$ cat src/rtl/fetch_ctrl.sv
// fetch_ctrl
//   Fetch sequencer that sits between instruction memory and decode. It owns
//   the fetch PC, issues one word read at a time over a req/ack handshake, and
//   hands each instruction to decode with its PC over valid/ready. A one-entry
//   skid buffer catches the instruction that returns while decode is stalled.
//   It also handles branch redirects (flush and refetch) and halt.
//
// Ports
//   clk1_i            clock; all state changes on the rising edge
//   rst_i             synchronous active-high reset
//   imem_req_o        read request; once raised it is held until acked
//   imem_addr_o       read address; held stable while imem_req_o is high
//   imem_ack_i        read done; imem_rdata_i is valid in this cycle
//   imem_rdata_i      instruction word from memory
//   redirect_valid_i  taken branch/jump; flush and refetch from redirect_pc_i
//   redirect_pc_i     redirect target
//   halt_req_i        level; no new fetches are started while high
//   halted_o          high while the sequencer sits in the halted state
//   if_valid_o        if_ir_o/if_pc_o hold an instruction for decode
//   if_ir_o           fetched instruction
//   if_pc_o           address of if_ir_o
//   if_ready_i        decode takes the instruction when if_valid_o && if_ready_i

module fetch_ctrl #(
  parameter int unsigned         PC_WIDTH = 32,
  parameter int unsigned         IR_WIDTH = 32,
  parameter logic [PC_WIDTH-1:0] RESET_PC = '0,
  parameter logic [PC_WIDTH-1:0] PC_STEP  = PC_WIDTH'(1)
) (
  input  logic                clk1_i,
  input  logic                rst_i,
  output logic                imem_req_o,
  output logic [PC_WIDTH-1:0] imem_addr_o,
  input  logic                imem_ack_i,
  input  logic [IR_WIDTH-1:0] imem_rdata_i,
  input  logic                redirect_valid_i,
  input  logic [PC_WIDTH-1:0] redirect_pc_i,
  input  logic                halt_req_i,
  output logic                halted_o,
  output logic                if_valid_o,
  output logic [IR_WIDTH-1:0] if_ir_o,
  output logic [PC_WIDTH-1:0] if_pc_o,
  input  logic                if_ready_i
);

  localparam logic [1:0] ST_FETCH  = 2'd0;
  localparam logic [1:0] ST_DRAIN  = 2'd1;
  localparam logic [1:0] ST_HALTED = 2'd2;

  logic [1:0]          state_q, state_d;
  logic [PC_WIDTH-1:0] pc_q, pc_d;
  logic [PC_WIDTH-1:0] pending_pc_q, pending_pc_d;
  logic                req_active_q, req_active_d;
  logic                out_valid_q, out_valid_d;
  logic [IR_WIDTH-1:0] out_ir_q, out_ir_d;
  logic [PC_WIDTH-1:0] out_pc_q, out_pc_d;
  logic                skid_valid_q, skid_valid_d;
  logic [IR_WIDTH-1:0] skid_ir_q, skid_ir_d;
  logic [PC_WIDTH-1:0] skid_pc_q, skid_pc_d;

  logic start;
  logic xfer_done;
  logic out_free;

  // A new read only starts when the skid is empty, so whatever comes back
  // always has somewhere to land. The request is masked during reset because
  // the state registers are not yet known on the first reset cycle.
  always_comb begin
    start      = (state_q == ST_FETCH) && !req_active_q && !skid_valid_q &&
                 !halt_req_i && !redirect_valid_i;
    imem_req_o = !rst_i && ((state_q == ST_DRAIN) ||
                            ((state_q == ST_FETCH) && (req_active_q || start)));
    imem_addr_o = pc_q;
    xfer_done  = imem_req_o && imem_ack_i;
    out_free   = !out_valid_q || if_ready_i;
    halted_o   = !rst_i && (state_q == ST_HALTED);
    if_valid_o = out_valid_q;
    if_ir_o    = out_ir_q;
    if_pc_o    = out_pc_q;
  end

  // Next-state logic. The decode drain is applied first, then the FSM case
  // may overwrite the output register with returning data, and a redirect
  // finally wipes both buffers since it has the highest priority.
  always_comb begin
    state_d      = state_q;
    pc_d         = pc_q;
    pending_pc_d = pending_pc_q;
    req_active_d = req_active_q;
    out_valid_d  = out_valid_q;
    out_ir_d     = out_ir_q;
    out_pc_d     = out_pc_q;
    skid_valid_d = skid_valid_q;
    skid_ir_d    = skid_ir_q;
    skid_pc_d    = skid_pc_q;

    if (out_valid_q && if_ready_i) begin
      if (skid_valid_q) begin
        out_ir_d     = skid_ir_q;
        out_pc_d     = skid_pc_q;
        skid_valid_d = 1'b0;
      end else begin
        out_valid_d = 1'b0;
      end
    end

    case (state_q)
      ST_FETCH: begin
        if (redirect_valid_i) begin
          // A read still in flight cannot be withdrawn; park the target and
          // wait for it to finish in DRAIN. If it acks now it is simply dropped.
          if (req_active_q && !imem_ack_i) begin
            pending_pc_d = redirect_pc_i;
            state_d      = ST_DRAIN;
          end else begin
            pc_d         = redirect_pc_i;
            req_active_d = 1'b0;
          end
        end else if (xfer_done) begin
          pc_d         = pc_q + PC_STEP;
          req_active_d = 1'b0;
          if (out_free) begin
            out_valid_d = 1'b1;
            out_ir_d    = imem_rdata_i;
            out_pc_d    = pc_q;
          end else begin
            skid_valid_d = 1'b1;
            skid_ir_d    = imem_rdata_i;
            skid_pc_d    = pc_q;
          end
          if (halt_req_i) begin
            state_d = ST_HALTED;
          end
        end else begin
          if (start) begin
            req_active_d = 1'b1;
          end
          if (halt_req_i && !req_active_q) begin
            state_d = ST_HALTED;
          end
        end
      end

      ST_DRAIN: begin
        // The stale read is completed and its data thrown away. A redirect
        // arriving in the same cycle as the ack is the newest target.
        if (xfer_done) begin
          req_active_d = 1'b0;
          pc_d         = redirect_valid_i ? redirect_pc_i : pending_pc_q;
          state_d      = (halt_req_i && !redirect_valid_i) ? ST_HALTED : ST_FETCH;
        end else if (redirect_valid_i) begin
          pending_pc_d = redirect_pc_i;
        end
      end

      ST_HALTED: begin
        if (redirect_valid_i) begin
          pc_d = redirect_pc_i;
        end
        if (!halt_req_i) begin
          state_d = ST_FETCH;
        end
      end

      default: begin
        state_d      = ST_FETCH;
        req_active_d = 1'b0;
      end
    endcase

    if (redirect_valid_i) begin
      out_valid_d  = 1'b0;
      skid_valid_d = 1'b0;
    end
  end

  // State registers with synchronous reset.
  always_ff @(posedge clk1_i) begin
    if (rst_i) begin
      state_q      <= ST_FETCH;
      pc_q         <= RESET_PC;
      pending_pc_q <= RESET_PC;
      req_active_q <= 1'b0;
      out_valid_q  <= 1'b0;
      out_ir_q     <= '0;
      out_pc_q     <= '0;
      skid_valid_q <= 1'b0;
      skid_ir_q    <= '0;
      skid_pc_q    <= '0;
    end else begin
      state_q      <= state_d;
      pc_q         <= pc_d;
      pending_pc_q <= pending_pc_d;
      req_active_q <= req_active_d;
      out_valid_q  <= out_valid_d;
      out_ir_q     <= out_ir_d;
      out_pc_q     <= out_pc_d;
      skid_valid_q <= skid_valid_d;
      skid_ir_q    <= skid_ir_d;
      skid_pc_q    <= skid_pc_d;
    end
  end

endmodule

$ cat config.mk
export PLATFORM = sky130hd
export DESIGN_NAME = fetch_ctrl
export DESIGN_NICKNAME = d
export VERILOG_FILES = /design/src/rtl/fetch_ctrl.sv
export SDC_FILE = /design/constraint.sdc
export NUM_CORES = 1
export LEC_CHECK = 0
export BUFFER_PORTS_ARGS = -buffer_cell sky130_fd_sc_hd__buf_2
export CAP_MARGIN = 5
export CORE_MARGIN = 2
export CORE_UTILIZATION = 55
export DETAILED_ROUTE_END_ITERATION = 10
export PLACE_DENSITY = 0.79
export SLEW_MARGIN = 10
export SYNTH_ARGS = -nofsm -noshare
export SYNTH_HDL_FRONTEND = slang
export SYNTH_SLANG_ARGS = --single-unit
$ cat constraint.sdc
create_clock -name clk1_i -period 4.1 [get_ports clk1_i]
set_clock_uncertainty 0.1 [all_clocks]
set_input_delay 1.025 -clock clk1_i [delete_from_list [all_inputs] [get_ports clk1_i]]
set_output_delay 1.025 -clock clk1_i [all_outputs]
set_load 0.01 [all_outputs]
# Word level (Yosys, flattened, before mapping)
# Cells that the tools add are included.
# classes
addsub	1
eq_ne	14
muxes	47
bitwise_logic	3
reduce_logical	31
# ops
operator	n
2-to-1 mux 32 bit	21
case mux 32 bit (3 select lines)	1
case mux 32 bit (2 select lines)	1
adder 32 x 1 -> 32 bit, second input constant	1
2-to-1 mux 2 bit	8
2-to-1 mux 1 bit	14
logical AND 1 bit	12
AND reduction 4 bit	3
inequality test 2 bit, second input constant	5
AND reduction 5 bit	2
inequality test 4 bit, second input constant	2
zero test 1 bit	7
inequality test 3 bit, second input constant	2
case mux 2 bit (3 select lines)	1
inequality test 4 x 3 -> 1 bit, second input constant	1
logical OR 1 bit	3
inequality test 3 x 2 -> 1 bit, second input constant	1
inverter 1 bit	3
case mux 1 bit (3 select lines)	1
nonzero test 3 bit	1
equality test 2 x 1 -> 1 bit, second input constant	1
equality test 2 bit, second input constant	1
zero test 2 bit	1
inequality test 2 x 1 -> 1 bit, second input constant	1
other kinds (2)	2
# word_totals
regBits	197
in_bits	70
out_inout_bits	99

# Logic depth before layout (Yosys ltp)
# Gate-level depths: netlist of the first run.
# depth
depth_word	13
ltp_mapped	9

# Least setup slack after synthesis of the first run
# OpenSTA, ideal clock, no wires.
# synth_path
path_type	input port to output port
from	input rst_i
to	output halted_o
t_arrival_ns	1.871
required_time_ns	2.975
path_slack_ns	1.104
stages	4
path_buffers	3
cell_sequence	buf_2 -> clkbuf_1 -> clkbuf_1 -> nor2_1
# synth_via
elab_chain_len	2
# synth_rtl
item	line_no	source
start: declaration	31	input logic rst_i,
zero test 1 bit	76	halted_o = !rst_i && (state_q == ST_HALTED);
logical AND 1 bit	76	
end: declaration	39	output logic halted_o,
# Every way passes these cells.

# Final worst setup path of the first run
# layout_path
from	register state_q[1]
to	output imem_req_o
# layout_via
elab_chain_len	9
elab_cells_between_ends	10
classes_between	1 x eq/ne; 9 x reduce/logical
# layout_rtl
item	line_no	source
start: declaration	50	logic [1:0] state_q, state_d;
start signal: assignment	191	state_q <= state_d;
zero test 2 bit	69, 72	
logical AND 1 bit (3 in series)	69	start = (state_q == ST_FETCH) && !req_active_q && !skid_valid_q &&
logical AND 1 bit	70	!halt_req_i && !redirect_valid_i;
logical OR 1 bit	72	((state_q == ST_FETCH) && (req_active_q || start)));
logical AND 1 bit	72	
logical OR 1 bit (*)	71	imem_req_o = !rst_i && ((state_q == ST_DRAIN) ||
logical AND 1 bit (*)	71	
end: declaration	32	output logic imem_req_o,
# Mark *: on every way between the ends. The rest lies on a longest branch, timed or not.

==> metrics.csv, run 1 <==
stage,metric,value,unit
yosys,yosys_warnings,0,
place,gp_congestion,0.885,
pwr,p_int,3.53,mW
place,dp_cells,1409,
setup_path,critical_path_required,2.97,ns
clock_network,cts-buffers-inserted,17,
global_route,antenna_found_initial,0,
global_route,grt_max_degree,88,
die,ios,169,
clock_network,cts_root_buffer,clkbuf_16,
setup_path,endpoint_kind,output port,
clock_network,holdBufCountCts,0,
layout,syn_to_final_growth,14.6,%
yosys,synthCells,1105,
layout,fin_nets,1283,
flow_run,maxCapViolCount,0,
pwr,peakVddDrop,0.347,mV
pwr,power.density,480,nW/um^2
drt,drt_iter0_drc,842,
global_route,use_met3,0.0503,
timing,rsz0062_at_grt,false,
die,core,16600,um^2
layout,fillerInstances,1382,
die,die_area,18200,um^2
timing,fmax,329,MHz
drt,ant_nets,0,
clock_network,cts_tree,done,
drt,wirelength,24100,um
timing,maxSlewHeadroom,0.214,
clock_network,h-tree-depth,4,
status,status,"complete, no violations",
yosys,synth_seq_cells,197,
yosys,yosysSeqAreaShare,0.419,
timing,period_share,0.740,
pwr,power_switching,1.64,mW
setup_path,cp_max_fo,12,
clock_network,clockBufferDepth,2,
global_route,busiest_layer,met2,
drt,drc,0,
setup_path,cp_common_cell,inv_1,
pwr,p_sw_frac,0.318,
global_route,grt-ovfl-total,0,
yosys,syn_area,9410,um^2
drt,vias,8563,
yosys,synth_top_flop_cell,dfxtp_1,
layout,layout.cells.non_filler,1441,
place,post-dp-hpwl,15900,um
drt,viasPerCell,5.94,
hold_path,hp-class,flop to flop,
clock_network,cts_resized,0,
pwr,power_frac_clock,0.352,
global_route,track_usage,0.259,
setup_path,critPathKind,flop to output port,
drt,wl_per_cell,16.7,um
clock_network,clkTransAtPathRegs,0.07,ns
global_route,grt_pass1_vias,7592,
setup_path,critPathMaxStageDelay,0.46,ns
timing,hold_ws,0.353,ns
die,fp.dieW,135,um
pwr,comb_power_share,0.213,
timing,slew_violations,0,
drt,drt_pass1_iterations,5,
global_route,grt_pass1_wl,38400,um
yosys,postSynthNetCount,1180,
timing,tightest_slew,1.18,ns
setup_path,startpoint_type,flop,
clock_network,worstSkewPairLatency,0.44,ns
timing,hold_violations,0,
pwr,power_frac_seq,0.436,
global_route,grt.met1_usage,0.371,
clock_network,cts_setup_buffers,0,
timing,fin_setup_tns,0,ns
yosys,synth_edf_count,0,
die,die_y,135,um
setup_path,cp.arrival,1.91,ns
place,io_buffers,168,
die,start_util,0.565,
timing,setup_viol,0,
yosys,post_synth_num_cell_types,71,
yosys,async_flop_share,0,
die,rows,47,
global_route,met2_usage,0.392,
pwr,power_leakage,4.87,nW
setup_path,cp_slowest_cell,ha_1,
timing,finalCriticalPeriod,3.04,ns
clock_network,numClockSinks,197,
setup_path,path_cells,"inv_1, ha_1, inv_1, a21oi_1, buf_2",
yosys,syn_avg_cell_area,8.51,um^2
layout,insertedDiodeCount,0,
layout,drive_gt1_frac,0.192,
routing by layer:
metal / wire length [um] / up-vias
li1: - / 4181
met1: 10800 / 3994
met2: 11100 / 363
met3: 1880 / 25
met4: 269 / 0
met5: 0 / -
cell usage after synthesis, types with 4 or more instances:
cell type | instances | area (um^2)
dfxtp_1 | 197 | 3940
nand2_1 | 159 | 597
nor2_1 | 122 | 458
a21oi_1 | 114 | 571
mux2i_1 | 103 | 1030
a211oi_1 | 69 | 518
buf_2 | 41 | 205
clkbuf_1 | 39 | 146
o21ai_0 | 32 | 160
nand3_1 | 19 | 95.1
inv_1 | 14 | 52.6
nor3_1 | 14 | 70.1
buf_6 | 13 | 146
nand4_1 | 12 | 75.1
a22o_1 | 10 | 87.6
a22oi_1 | 8 | 60.1
and3_1 | 8 | 50.1
and4_1 | 8 | 70.1
a31oi_1 | 7 | 43.8
buf_4 | 7 | 52.6
nand2b_1 | 7 | 43.8
nor4_1 | 7 | 43.8
ha_1 | 5 | 62.6
o31ai_1 | 5 | 37.5
and2_1 | 4 | 25.0
nor2b_1 | 4 | 25.0
o32ai_1 | 4 | 35.0
cells by family after synthesis:
kind of cell | after synthesis | synth area share
xor+xnor | 1 | 0.000931
flops | 197 | 0.419
buf+inv | 116 | 0.0650
compound gates | 300 | 0.215
simple gates | 380 | 0.180
mux | 106 | 0.113
fa+ha+maj | 5 | 0.00665
flip-flops by register name, indices dropped and copies added, names as in the netlist:
| signal | cells |
|---|---|
| req_active_q | 1 |
| if_valid_o | 1 |
| if_pc_o | 32 |
| pending_pc_q | 32 |
| skid_ir_q | 32 |
| imem_addr_o | 32 |
| if_ir_o | 32 |
| skid_valid_q | 1 |
| skid_pc_q | 32 |
| state_q | 2 |
worst paths after layout:
path,start,end,slack [ns],cells after the start
min,skid_pc_q[21],skid_pc_q[21],0.35,2
min reg2reg,skid_pc_q[21],skid_pc_q[21],0.35,2
max reg2reg,state_q[1],imem_addr_o[27],1.12,6
max,state_q[1],imem_req_o,1.06,5
placed cells by master, fill, tap and decap left out, types with 5 or more instances in the layout:
master,count
clkbuf_16,17
a31oi_1,7
buf_2,167
nand3_1,18
a21oi_1,114
o31ai_1,5
dfxtp_1,197
nor4_1,7
a211oi_1,69
ha_1,5
buf_4,15
and3_1,8
nand4_1,12
and4_1,8
a22o_1,10
nor3_1,14
nor2_1,122
inv_1,14
mux2i_1,103
o21ai_0,32
nand2b_1,7
nand2_1,159
a22oi_1,8
stage by stage:
step	worst slack [ns]	util	instance area [um^2]	power, mW
floorplan	1.10	-	9410	3.02
global placement	0.909	0.610	10100	3.35
detailed placement	0.870	0.610	10100	3.37
CTS	1.05	0.648	10800	5.17
global route	0.901	0.648	10800	5.39
finish	1.06	0.648	10800	5.17
power by group through the flow:
stage	Clock, mW	Sequential [mW]	Combinational, mW
floorplan	0	2.25	0.772
global placement	0	2.29	1.06
detailed placement	0	2.29	1.08
CTS	1.84	2.25	1.09
global route	1.92	2.27	1.20
finish	1.82	2.25	1.10
critical path, delay by kind of cell (launching register included):
family	cells	cell delay, ns
fa+ha+maj	1	0.46
flops	1	0.34
compound gates	1	0.18
buf+inv	3	0.51
final cells by class:
| cell class | instances | area (um^2) | share of cell area |
|---|---|---|---|
| Clock buffer | 20 | 447 | 0.0414 |
| Clock inverter | 12 | 189 | 0.0175 |
| Inverter | 15 | 56.3 | 0.00522 |
| Multi-Input combinational cell | 792 | 4870 | 0.452 |
| Sequential cell | 197 | 3940 | 0.366 |
| Tap cell | 220 | 275 | 0.0255 |
| Timing Repair Buffer | 185 | 1000 | 0.0927 |
(Power assumes the default switching activity.)
==> inputs of run 2 (changes only) <==
--- a/config.mk
+++ b/config.mk
@@ -5,6 +5,7 @@
 export SDC_FILE = /design/constraint.sdc
 export NUM_CORES = 1
 export LEC_CHECK = 0
+export ABC_AREA = 1
 export BUFFER_PORTS_ARGS = -buffer_cell sky130_fd_sc_hd__buf_2
 export CAP_MARGIN = 5
 export CORE_MARGIN = 2
==> constraint.sdc (replaced) <==
create_clock -name clk1_i -period 3.12 [get_ports clk1_i]
set_clock_uncertainty 0.1 [all_clocks]
set_input_delay 0.78 -clock clk1_i [delete_from_list [all_inputs] [get_ports clk1_i]]
set_output_delay 0.78 -clock clk1_i [all_outputs]
set_load 0.01 [all_outputs]
==> metrics.csv, run 2 <==
stage,metric,value,unit
status,status,"complete, no violations",
timing,slew_violations,0,
clock_network,clockBufferDepth,2,
timing,maxSlewHeadroom,0.601,
drt,drt_pass1_iterations,5,
global_route,busiest_layer,met2,
clock_network,h-tree-depth,4,
timing,fmax,374,MHz
setup_path,critical_path_required,2.24,ns
clock_network,cts_root_buffer,clkbuf_16,
timing,period_share,0.857,
hold_path,hp-class,flop to flop,
layout,final_cell_area,11200,um^2
global_route,track_usage,0.278,
pwr,power_leakage,4.98,nW
yosys,synth_area_leaders,"dfxtp_1 (41%), o21ai_0 (13%), nand2_1 (12%), nor2_1 (8.7%), a21oi_1 (6.6%)",
timing,rsz0062_at_grt,false,
die,die_area,18600,um^2
setup_path,cp_slowest_cell,ha_1,
global_route,grt.met1_usage,0.405,
yosys,post_synth_num_cell_types,41,
global_route,grt_max_degree,139,
timing,hold_ws,0.348,ns
global_route,grt_pass1_vias,8425,
place,io_buffers,168,
yosys,yosys_warnings,0,
drt,wirelength,26200,um
setup_path,endpoint_kind,output port,
yosys,synth_common_cells,"nand2_1 (308), o21ai_0 (254), nor2_1 (224)",
timing,hold_violations,0,
drt,drt_iter0_drc,969,
layout,layout_common_cells,"nand2_1 (307), o21ai_0 (254), nor2_1 (224), dfxtp_1 (197), buf_2 (168)",
yosys,syn_avg_cell_area,6.57,um^2
clock_network,numClockSinks,197,
place,gp_congestion,0.998,
clock_network,clkTransAtPathRegs,0.07,ns
global_route,antenna_found_initial,0,
setup_path,r2r_setup_slack,0.62,ns
pwr,peakVddDrop,0.528,mV
die,core,17200,um^2
setup_path,cp_common_cell,inv_1,
drt,drc,0,
yosys,async_flop_share,0,
layout,layout.cells.non_filler,1821,
global_route,met2_usage,0.429,
global_route,use_met3,0.0396,
setup_path,cp.arrival,1.79,ns
place,place_area,10600,um^2
yosys,synth_edf_count,0,
layout,drive_gt1_frac,0.148,
yosys,postSynthNetCount,1545,
yosys,synth_area_leader_cell,dfxtp_1,
yosys,synthCells,1470,
setup_path,path_buf_inv,3,
clock_network,cts_tree,done,
layout,fin_nets,1658,
clock_network,cts-buffers-inserted,17,
die,fp.dieW,137,um
die,rows,48,
die,die_y,137,um
drt,wl_per_cell,14.4,um
clock_network,cts_setup_buffers,0,
yosys,yosysMostFrequentCell,nand2_1,
die,start_util,0.561,
setup_path,cp_max_fo,10,
drt,viasPerCell,5.44,
setup_path,critPathKind,flop to output port,
layout,insertedDiodeCount,0,
yosys,synth_top_flop_cell,dfxtp_1,
setup_path,path_cells,"inv_1, ha_1, inv_1, nor2_1, buf_2",
die,ios,169,
setup_path,critPathTopFamily,buffers and inverters,
yosys,yosysTopAreaCellShare,0.408,
yosys,synth_seq_cells,197,
yosys,syn_area,9660,um^2
layout,layout_commonest_cell,nand2_1,
timing,setup_viol,0,
timing,finalCriticalPeriod,2.67,ns
setup_path,critPathMaxStageDelay,0.43,ns
setup_path,startpoint_type,flop,
place,post-dp-hpwl,17300,um
global_route,grt-ovfl-total,0,
pwr,power.density,714,nW/um^2
place,dp_cells,1789,
clock_network,cts_resized,0,
drt,vias,9909,
clock_network,worstSkewPairLatency,0.43,ns
layout,syn_to_final_growth,16.2,%
global_route,grt_pass1_wl,42000,um
clock_network,holdBufCountCts,0,
timing,fin_setup_tns,0,ns
drt,ant_nets,0,
flow_run,maxCapViolCount,0,
yosys,yosysSeqAreaShare,0.408,
timing,tightest_slew,0.598,ns
[run 2: report_power, final]
group	leakage (nW)	switching (mW)	internal, mW
sequential	1.60	0.343	2.81
clock	0.301	1.02	1.31
combinational	3.08	1.61	0.912
total	4.98	2.98	5.03
[run 2: logic make-up after synthesis]
logic type	count (synthesis)	synth area share
and+or+nand+nor	586	0.241
DFF	197	0.408
AOI/OAI and AO/OA	435	0.239
xor gates and xnor gates	5	0.00453
adders and majority gates	5	0.00648
buffers and inverters	242	0.100
[run 2: path summary, 6_finish.rpt]
path | start | to | cells after the start
worst min register to register | skid_ir_q[5] | skid_ir_q[5] | 2
worst max-delay path | state_q[0] | halted_o | 5
worst min-delay path | skid_ir_q[5] | skid_ir_q[5] | 2
worst max register to register | state_q[0] | imem_addr_o[7] | 11
[run 2: worst reg2reg max path, stage by stage (launching register included)]
cell and delay [ns]:
dfxtp_1 0.37, inv_1 0.09, ha_1 0.59, inv_1 0.12
o21ai_0 0.29, inv_1 0.23, nand2_1 0.10, nand3_1 0.12
a31oi_1 0.16, nand2_1 0.07, o21ai_1 0.09, nor2_1 0.05
[run 2: cell type report]
| cell class | instances | area, um^2 |
|---|---|---|
| fillers | 1581 | 6010 |
| multi-input cells | 1031 | 4750 |
| flip-flops and latches | 197 | 3940 |
| repair buffers | 186 | 1050 |
| inverters | 150 | 566 |
| clock buffers | 18 | 439 |
| well taps | 225 | 282 |
| clock inverters | 14 | 189 |
[run 2: metal layers]
| layer | up-vias | wire length (um) |
|---|---|---|
| li1 | 4995 | - |
| met1 | 4389 | 11800 |
| met2 | 480 | 11700 |
| met3 | 45 | 2280 |
| met4 | 0 | 478 |
| met5 | - | 0 |
[run 2: per-stage QoR]
| stage | worst slack (ns) | utilization | power [mW] |
|---|---|---|---|
| 4_1_cts | 0.449 | 0.651 | 7.99 |
| 3_5_place_dp | 0.539 | 0.615 | 5.66 |
| 3_3_place_gp | 0.596 | 0.615 | 5.61 |
| 5_1_grt | 0.279 | 0.651 | 8.49 |
| 6_report | 0.447 | 0.651 | 8.01 |
| 2_1_floorplan | 0.795 | - | 4.87 |
